## src/rtl/ram_bist.sv

```systemverilog
// Purpose: built-in self-test initiator; two-pass write/read-back/compare sweep of a small single-port RAM.
// Latency: 2*(3*2**AW)+1 cycles from accepted start to the one-cycle done pulse; all outputs registered.
// Backpressure: none; start is sampled only in IDLE and ignored while a run is in progress.
module ram_bist #(
    parameter int              AW      = 2,
    parameter int              DW      = 8,
    parameter logic [DW-1:0]   PATTERN = 8'hA5
) (
    input  logic            clk_i,
    input  logic            rst_i,
    input  logic            start_i,
    output logic            ram_we_o,
    output logic [AW-1:0]   ram_addr_o,
    output logic [DW-1:0]   ram_din_o,
    input  logic [DW-1:0]   ram_dout_i,
    output logic            busy_o,
    output logic            done_o,
    output logic            pass_o,
    output logic [AW+1:0]   err_count_o,
    output logic [AW-1:0]   fail_addr_o,
    output logic            fail_pass_o
);

    typedef enum logic [2:0] {
        S_IDLE,
        S_WR,
        S_RD,
        S_CMP,
        S_DONE
    } state_t;

    localparam logic [AW-1:0] LAST_ADDR = {AW{1'b1}};

    // Pass 0 writes PATTERN xor address; pass 1 writes the bitwise inverse.
    function automatic logic [DW-1:0] exp_data(input logic [AW-1:0] a, input logic p);
        logic [DW-1:0] d;
        d = PATTERN ^ DW'(a);
        return p ? ~d : d;
    endfunction

    state_t          state_q, state_d;
    logic [AW-1:0]   addr_q, addr_d;
    logic            pidx_q, pidx_d;
    logic [AW+1:0]   err_q, err_d;
    logic [AW-1:0]   faddr_q, faddr_d;
    logic            fpass_q, fpass_d;
    logic            pass_q, pass_d;
    logic            we_q, we_d;
    logic [AW-1:0]   raddr_q, raddr_d;
    logic [DW-1:0]   din_q, din_d;
    logic            busy_q, busy_d;
    logic            done_q, done_d;
    logic            mismatch;

    // Next-state, sweep bookkeeping, and the registered RAM-side/status outputs derived from the next state.
    always_comb begin
        state_d  = state_q;
        addr_d   = addr_q;
        pidx_d   = pidx_q;
        err_d    = err_q;
        faddr_d  = faddr_q;
        fpass_d  = fpass_q;
        pass_d   = pass_q;
        mismatch = 1'b0;

        case (state_q)
            S_IDLE: begin
                if (start_i) begin
                    state_d = S_WR;
                    addr_d  = '0;
                    pidx_d  = 1'b0;
                    err_d   = '0;
                    faddr_d = '0;
                    fpass_d = 1'b0;
                    pass_d  = 1'b0;
                end
            end
            S_WR: begin
                if (addr_q == LAST_ADDR) begin
                    state_d = S_RD;
                    addr_d  = '0;
                end else begin
                    addr_d = addr_q + 1'b1;
                end
            end
            S_RD: begin
                state_d = S_CMP;
            end
            S_CMP: begin
                mismatch = (ram_dout_i != exp_data(addr_q, pidx_q));
                if (mismatch) begin
                    err_d = err_q + 1'b1;
                    if (err_q == '0) begin
                        faddr_d = addr_q;
                        fpass_d = pidx_q;
                    end
                end
                if (addr_q != LAST_ADDR) begin
                    addr_d  = addr_q + 1'b1;
                    state_d = S_RD;
                end else if (!pidx_q) begin
                    pidx_d  = 1'b1;
                    addr_d  = '0;
                    state_d = S_WR;
                end else begin
                    state_d = S_DONE;
                    // Verdict lands together with done, and includes a mismatch found in this final compare.
                    pass_d  = (err_d == '0);
                end
            end
            S_DONE: begin
                state_d = S_IDLE;
            end
            default: begin
                state_d = S_IDLE;
            end
        endcase

        we_d    = (state_d == S_WR);
        busy_d  = (state_d == S_WR) || (state_d == S_RD) || (state_d == S_CMP);
        done_d  = (state_d == S_DONE);
        raddr_d = busy_d ? addr_d : '0;
        din_d   = we_d ? exp_data(addr_d, pidx_d) : '0;
    end

    // State and output registers with synchronous reset to the quiescent IDLE condition.
    always_ff @(posedge clk_i) begin
        if (rst_i) begin
            state_q <= S_IDLE;
            addr_q  <= '0;
            pidx_q  <= 1'b0;
            err_q   <= '0;
            faddr_q <= '0;
            fpass_q <= 1'b0;
            pass_q  <= 1'b0;
            we_q    <= 1'b0;
            raddr_q <= '0;
            din_q   <= '0;
            busy_q  <= 1'b0;
            done_q  <= 1'b0;
        end else begin
            state_q <= state_d;
            addr_q  <= addr_d;
            pidx_q  <= pidx_d;
            err_q   <= err_d;
            faddr_q <= faddr_d;
            fpass_q <= fpass_d;
            pass_q  <= pass_d;
            we_q    <= we_d;
            raddr_q <= raddr_d;
            din_q   <= din_d;
            busy_q  <= busy_d;
            done_q  <= done_d;
        end
    end

    assign ram_we_o    = we_q;
    assign ram_addr_o  = raddr_q;
    assign ram_din_o   = din_q;
    assign busy_o      = busy_q;
    assign done_o      = done_q;
    assign pass_o      = pass_q;
    assign err_count_o = err_q;
    assign fail_addr_o = faddr_q;
    assign fail_pass_o = fpass_q;

endmodule

```

## config.mk

```make
export PLATFORM = sky130hd
export DESIGN_NAME = ram_bist
export DESIGN_NICKNAME = d
export VERILOG_FILES = /design/src/rtl/ram_bist.sv
export SDC_FILE = /design/constraint.sdc
export NUM_CORES = 1
export LEC_CHECK = 0
export BUFFER_PORTS_ARGS = -buffer_cell sky130_fd_sc_hd__buf_2
export CAP_MARGIN = 10
export CORE_UTILIZATION = 45
export DETAILED_ROUTE_END_ITERATION = 10
export PLACE_DENSITY = 0.73
export SYNTH_ARGS = -nofsm -noshare
export SYNTH_HDL_FRONTEND = slang
export SYNTH_SLANG_ARGS = --single-unit
```

## constraint.sdc

```tcl
create_clock -name clk_i -period 1.68 [get_ports clk_i]
set_input_delay 0.336 -clock clk_i [delete_from_list [all_inputs] [get_ports clk_i]]
set_output_delay 0.336 -clock clk_i [all_outputs]
set_load 0.02 [all_outputs]
```

* Word-level counts from Yosys, hierarchy flattened
Index checks and enable logic that the tools add are counted.
** Operators by class
- Add/sub/neg operators :: 2
- Equal/unequal tests :: 15
- Multiplexer cells :: 30
- Bitwise operators :: 7
- Reduce and logical (&&, ||, !) cells :: 12
** Operators by type and width (count)
- $mux 8 :: 2
- $not 8->8 :: 2
- $mux 2 :: 7
- $eq 3x2->1 const B :: 4
- $mux 3 :: 4
- $mux 4 :: 3
- $ne 2x2->1 const B :: 6
- $pmux 3 s4 :: 1
- $logic_not 4->1 :: 2
- $ne 8x8->1 :: 1
- $not 1->4 :: 2
- $pmux 4 s2 :: 1
- $reduce_and 4->1 :: 2
- $mux 1 :: 7
- $eq 3x1->1 const B :: 2
- $pmux 1 s2 :: 3
- $pmux 2 s3 :: 1
- $add 4x1->4 const B :: 1
- $pmux 2 s2 :: 1
- $reduce_or 2->1 :: 2
- $eq 3x3->1 const B :: 1
- $logic_not 3->1 :: 1
- $not 1->1 :: 3
- $reduce_or 3->1 :: 1
- 5 further kinds :: 6
** Word-level totals
- Flip-flop bits (word level) :: 27
- Bits of input ports :: 11
- Output and inout port bits :: 21
- Logic and storage cells :: 79

* Logic depth before layout (Yosys ltp)
- Depth in word-level cells :: 10
- Gate-level depth with buffers :: 8
- Mapped depth without buffers :: 7

* Worst setup path after synthesis
Ideal clock, no wire load.
- Path type :: flip-flop to flip-flop
- From :: register pidx_q
- To :: register faddr_q[0] (netlist: fail_addr_o[0])
- Setup time :: 128 ps
- Arrival time :: 1509 ps
- Data required time :: 1552 ps
- Setup slack :: 43 ps
- Stages on the path, launching flop included :: 7
- Path buffers :: 0
- Clock period less this slack :: 1637 ps
- Cell sequence :: dfxtp_1 > ha_1 > xnor2_1 > o211ai_2 > nand4_2 > mux2i_1 > nor2_1
** On the way
- Word-level cells in the longest chain between the ends :: 4
** RTL lines
- from (decl) :: line 43 : logic pidx_q, pidx_d;
- from (signal assigned) :: line 144 : pidx_q <= pidx_d;
- $mux 8 :: line 38 : return p ? ~d : d;
- $ne 8x8->1 :: line 90 : mismatch = (ram_dout_i != exp_data(addr_q, pidx_q));
- $ne 2x2->1 (no line)
- $reduce_and 4->1 (no line)
- to (signal assigned) :: line 146 : faddr_q <= faddr_d;
- to (decl) :: line 45 : logic [AW-1:0] faddr_q, faddr_d;
No other way between the ends.
A chain may end at the register's enable or synchronous reset.

* Final worst setup path
- From :: register addr_q[0]
- To :: register faddr_q[1] (netlist: fail_addr_o[1])
** On the way
- Word-level cells in the longest chain between the ends :: 6
** RTL lines
- from (decl) :: line 42 : logic [AW-1:0] addr_q, addr_d;
- from (signal assigned) :: line 143 : addr_q <= addr_d;
- $not 1->4 (no line) (*)
- $not 8->8 :: line 38
- $mux 8 (*) :: line 38
- $ne 8x8->1 (*) :: line 90
- $ne 2x2->1 (no line) (*)
- $reduce_and 4->1 (no line) (*)
Mark *: on every way between the ends. The rest lies on a longest branch, timed or not.

==> flow_summary.json <==
{
  "outcome": "finished clean",
  "synth_top_family_by_area": "simple AND/OR/NAND/NOR gates",
  "fin_nets": 186,
  "antenna_found_initial": 0,
  "fill_cells": 227,
  "cts_tree": "done",
  "hold_viol": 0,
  "holdWs_ns": 0.376,
  "clock-sinks": 23,
  "row_count": 18,
  "drc_errors": 0,
  "crit_fanout": 6,
  "synth_simple_gate_area_share_pct": 28.1,
  "powerDensity_nw_per_um2": 669,
  "seq_power_share_pct": 59.2,
  "power_frac_clock_pct": 26.0,
  "clockRootBuffer": "clkbuf_4",
  "yosys_warnings": 0,
  "drt_iter0_drc": 13,
  "worst_slew_pin_slew_ns": 0.383,
  "p_leak_nw": 0.679,
  "totalWireLength_um": 2510,
  "skew_ns": 0.00935,
  "synth-adder-area-share_pct": 6.48,
  "clkTransAtPathRegs_ns": 0.12,
  "syn_area_per_cell_um2": 8.84,
  "dr.pass1.iters": 4,
  "p_total_mw": 0.967,
  "overflow": 0,
  "synthArstFlopShare_pct": 0,
  "vdd_ir_drop_max_v": 0.000724,
  "fmax_mhz": 622,
  "whs_path_depth": 2,
  "post-route-min-period_ns": 1.61,
  "grt_max_degree": 16,
  "ant_nets": 0,
  "insertion_delay_ns": 0.31,
  "synth-xor-area-share_pct": 4.54,
  "min_path_type": "in2reg",
  "synthFlopType": "dfxtp_1",
  "reg2reg_from": "addr_q[0]",
  "syn_to_final_growth_pct": 24.8,
  "yosysTopAreaCell": "dfxtp_1",
  "final-instance-count-excl-fill": 198,
  "initial_core_util_pct": 47.2,
  "core_area_um2": 2450,
  "synth_mux_area_share_pct": 2.59,
  "worst-r2r-setup-slack_ns": 0.07,
  "avgRoutedWirePerCell_um": 12.7,
  "die_w_um": 52.7,
  "cap_violations": 0,
  "synth_compound_area_share_pct": 13.0,
  "vias": 1056,
  "grtUsageTotal_pct": 19.6,
  "grt_pass1_wl_um": 3930,
  "synthTopCellsByArea": "dfxtp_1 40%, nor2_1 7.1%, ha_1 6.5%",
  "startpoint_type": "flip-flop",
  "synth-seq-area-share_pct": 39.7,
  "cp.arrival_ns": 1.82,
  "slew_headroom_pct": 74.4,
  "die_area_um2": 2780,
  "setup_viol": 0,
  "ios": 32,
  "tns_ns": 0,
  "maxSlewViolCount": 0,
  "power_frac_comb_pct": 14.8,
  "synth-seq-cells": 23,
  "cts_buffers": 3,
  "p_sw_share_pct": 25.9,
  "synth_edf_count": 0,
  "ctsHoldBuffers": 0,
  "syn-cell-area_um2": 1160,
  "fin_crit_sh_pct": 95.6,
  "place_inst": 193,
  "endpoint_kind": "flip-flop",
  "syn_inst": 131,
  "worstHoldStart": "rst_i",
  "hold_end": "err_count_o[1]",
  "ys_types": 40,
  "gp_congestion": 0.865,
  "antenna_cells": 0,
  "drive_gt1_share_pct": 35.7,
  "cts_buffer_depth": 2,
  "portBuffers": 31,
  "syn_nets": 148,
  "htree_levels": 1,
  "p_int_mw": 0.717,
  "grt_pass1_vias": 910,
  "p_sw_mw": 0.250,
  "post-route-util_pct": 58.9,
  "r2r_end": "fail_addr_o[1]",
  "post-dp-hpwl_um": 1920,
  "vias_per_cell": 5.33,
  "yosysTopAreaCellShare_pct": 39.7,
  "fp.dieH_um": 52.7,
  "reg2regPathDepth": 6,
  "crit_type": "reg2reg",
  "worst_ep_required_time_ns": 1.89
}
cell families (layout without fill, tap and decap cells):
logic type,Yosys count,count (layout)
AO/OA/AOI/OAI,23,23
XOR/XNOR,6,6
AND/OR/NAND/NOR,58,58
flip-flops,23,23
multiplexers,3,3
adder cells (fa/ha/maj),6,6
buffers and inverters,12,49
how the worst max path moves through the flow:
stage / end / slack (ns) / start / depth (start not counted)
finish: fail_addr_o[1] / 0.07 / addr_q[0] / 6
global route: err_count_o[3] / -0.02 / addr_q[0] / 5
CTS: fail_addr_o[1] / 0.02 / pidx_q / 6
detailed placement: fail_addr_o[1] / -0.10 / ram_dout_i[5] / 7
global placement: fail_pass_o / -0.01 / ram_dout_i[6] / 7
floorplan: fail_addr_o[0] / 0.04 / pidx_q / 6
per-layer routing:
metal / global-route usage [%] / up-vias / wire length, µm
li1: - / 525 / -
met1: 20.6 / 497 / 1060
met2: 36.9 / 32 / 1320
met3: 6.09 / 2 / 113
met4: 5.26 / 0 / 9
met5: 0 / - / 0
registers in the layout, indices dropped and copies added (netlist names):
signal       flops
ram_we_o         1
state_q          3
err_count_o      4
ram_din_o        4
fail_pass_o      1
pass_o           1
busy_o           1
addr_q           2
done_o           1
ram_addr_o       2
pidx_q           1
fail_addr_o      2
cells in the final DEF, fill, tap and decap left out, types with 2 or more instances in the layout:
cell type,n
dfxtp_1,18
mux2i_1,3
xor2_1,2
nand3_1,3
a311oi_1,2
xnor2_1,2
clkbuf_4,3
inv_1,4
nor3_1,5
a21oi_1,9
nand2b_1,2
buf_4,9
buf_2,31
nor2_1,22
o21ai_1,3
nand2_1,8
or2_1,3
dfxtp_2,5
ha_1,6
nor2b_1,4
nor4_2,2
cell type report:
class	instances	area (µm²)	area share (%)
Multi-Input combinational cell	96	674	46.6
Inverter	5	18.8	1.30
Timing Repair Buffer	40	223	15.4
Sequential cell	23	467	32.3
Tap cell	30	37.5	2.60
Clock buffer	4	26.3	1.82
synth_stat cells (4+ instances only):
| master | n |
|---|---|
| a21oi_1 | 9 |
| nor2_1 | 22 |
| ha_1 | 6 |
| nor3_1 | 5 |
| dfxtp_1 | 23 |
| nand3_1 | 4 |
| buf_4 | 5 |
| nand2_1 | 8 |
| inv_1 | 4 |
| nor2b_1 | 4 |
power groups by stage:
stage | clock network, mW | registers [mW] | logic (mW)
after CTS | 0.264 | 0.572 | 0.134
after detailed placement | 0 | 0.584 | 0.134
after floorplan | 0 | 0.598 | 0.0674
final | 0.252 | 0.572 | 0.143
after global routing | 0.290 | 0.576 | 0.156
after global placement | 0 | 0.583 | 0.132
worst max-delay path, cell delays in order (launching register included):
cell and delay (ns):
dfxtp_2 0.36, ha_1 0.33, xor2_2 0.19, o211ai_2 0.21, nand4_4 0.15, mux2i_1 0.22, nor2_1 0.05
stage by stage:
stage | area, µm² | worst slack, ns
2_1_floorplan | 1160 | 0.0429
3_3_place_gp | 1370 | -0.0117
3_5_place_dp | 1370 | -0.104
4_1_cts | 1390 | 0.0206
5_1_grt | 1450 | -0.0212
6_report | 1450 | 0.0735
what timing repair did:
action / CTS / global route
pin swaps: 2 / 7
buffers inserted: 0 / 1
hold endpoints to repair: 0 / 0
setup endpoints to repair: 3 / 12
gates resized for setup: 2 / 11
No activity file was read; power rests on OpenSTA's default activity.
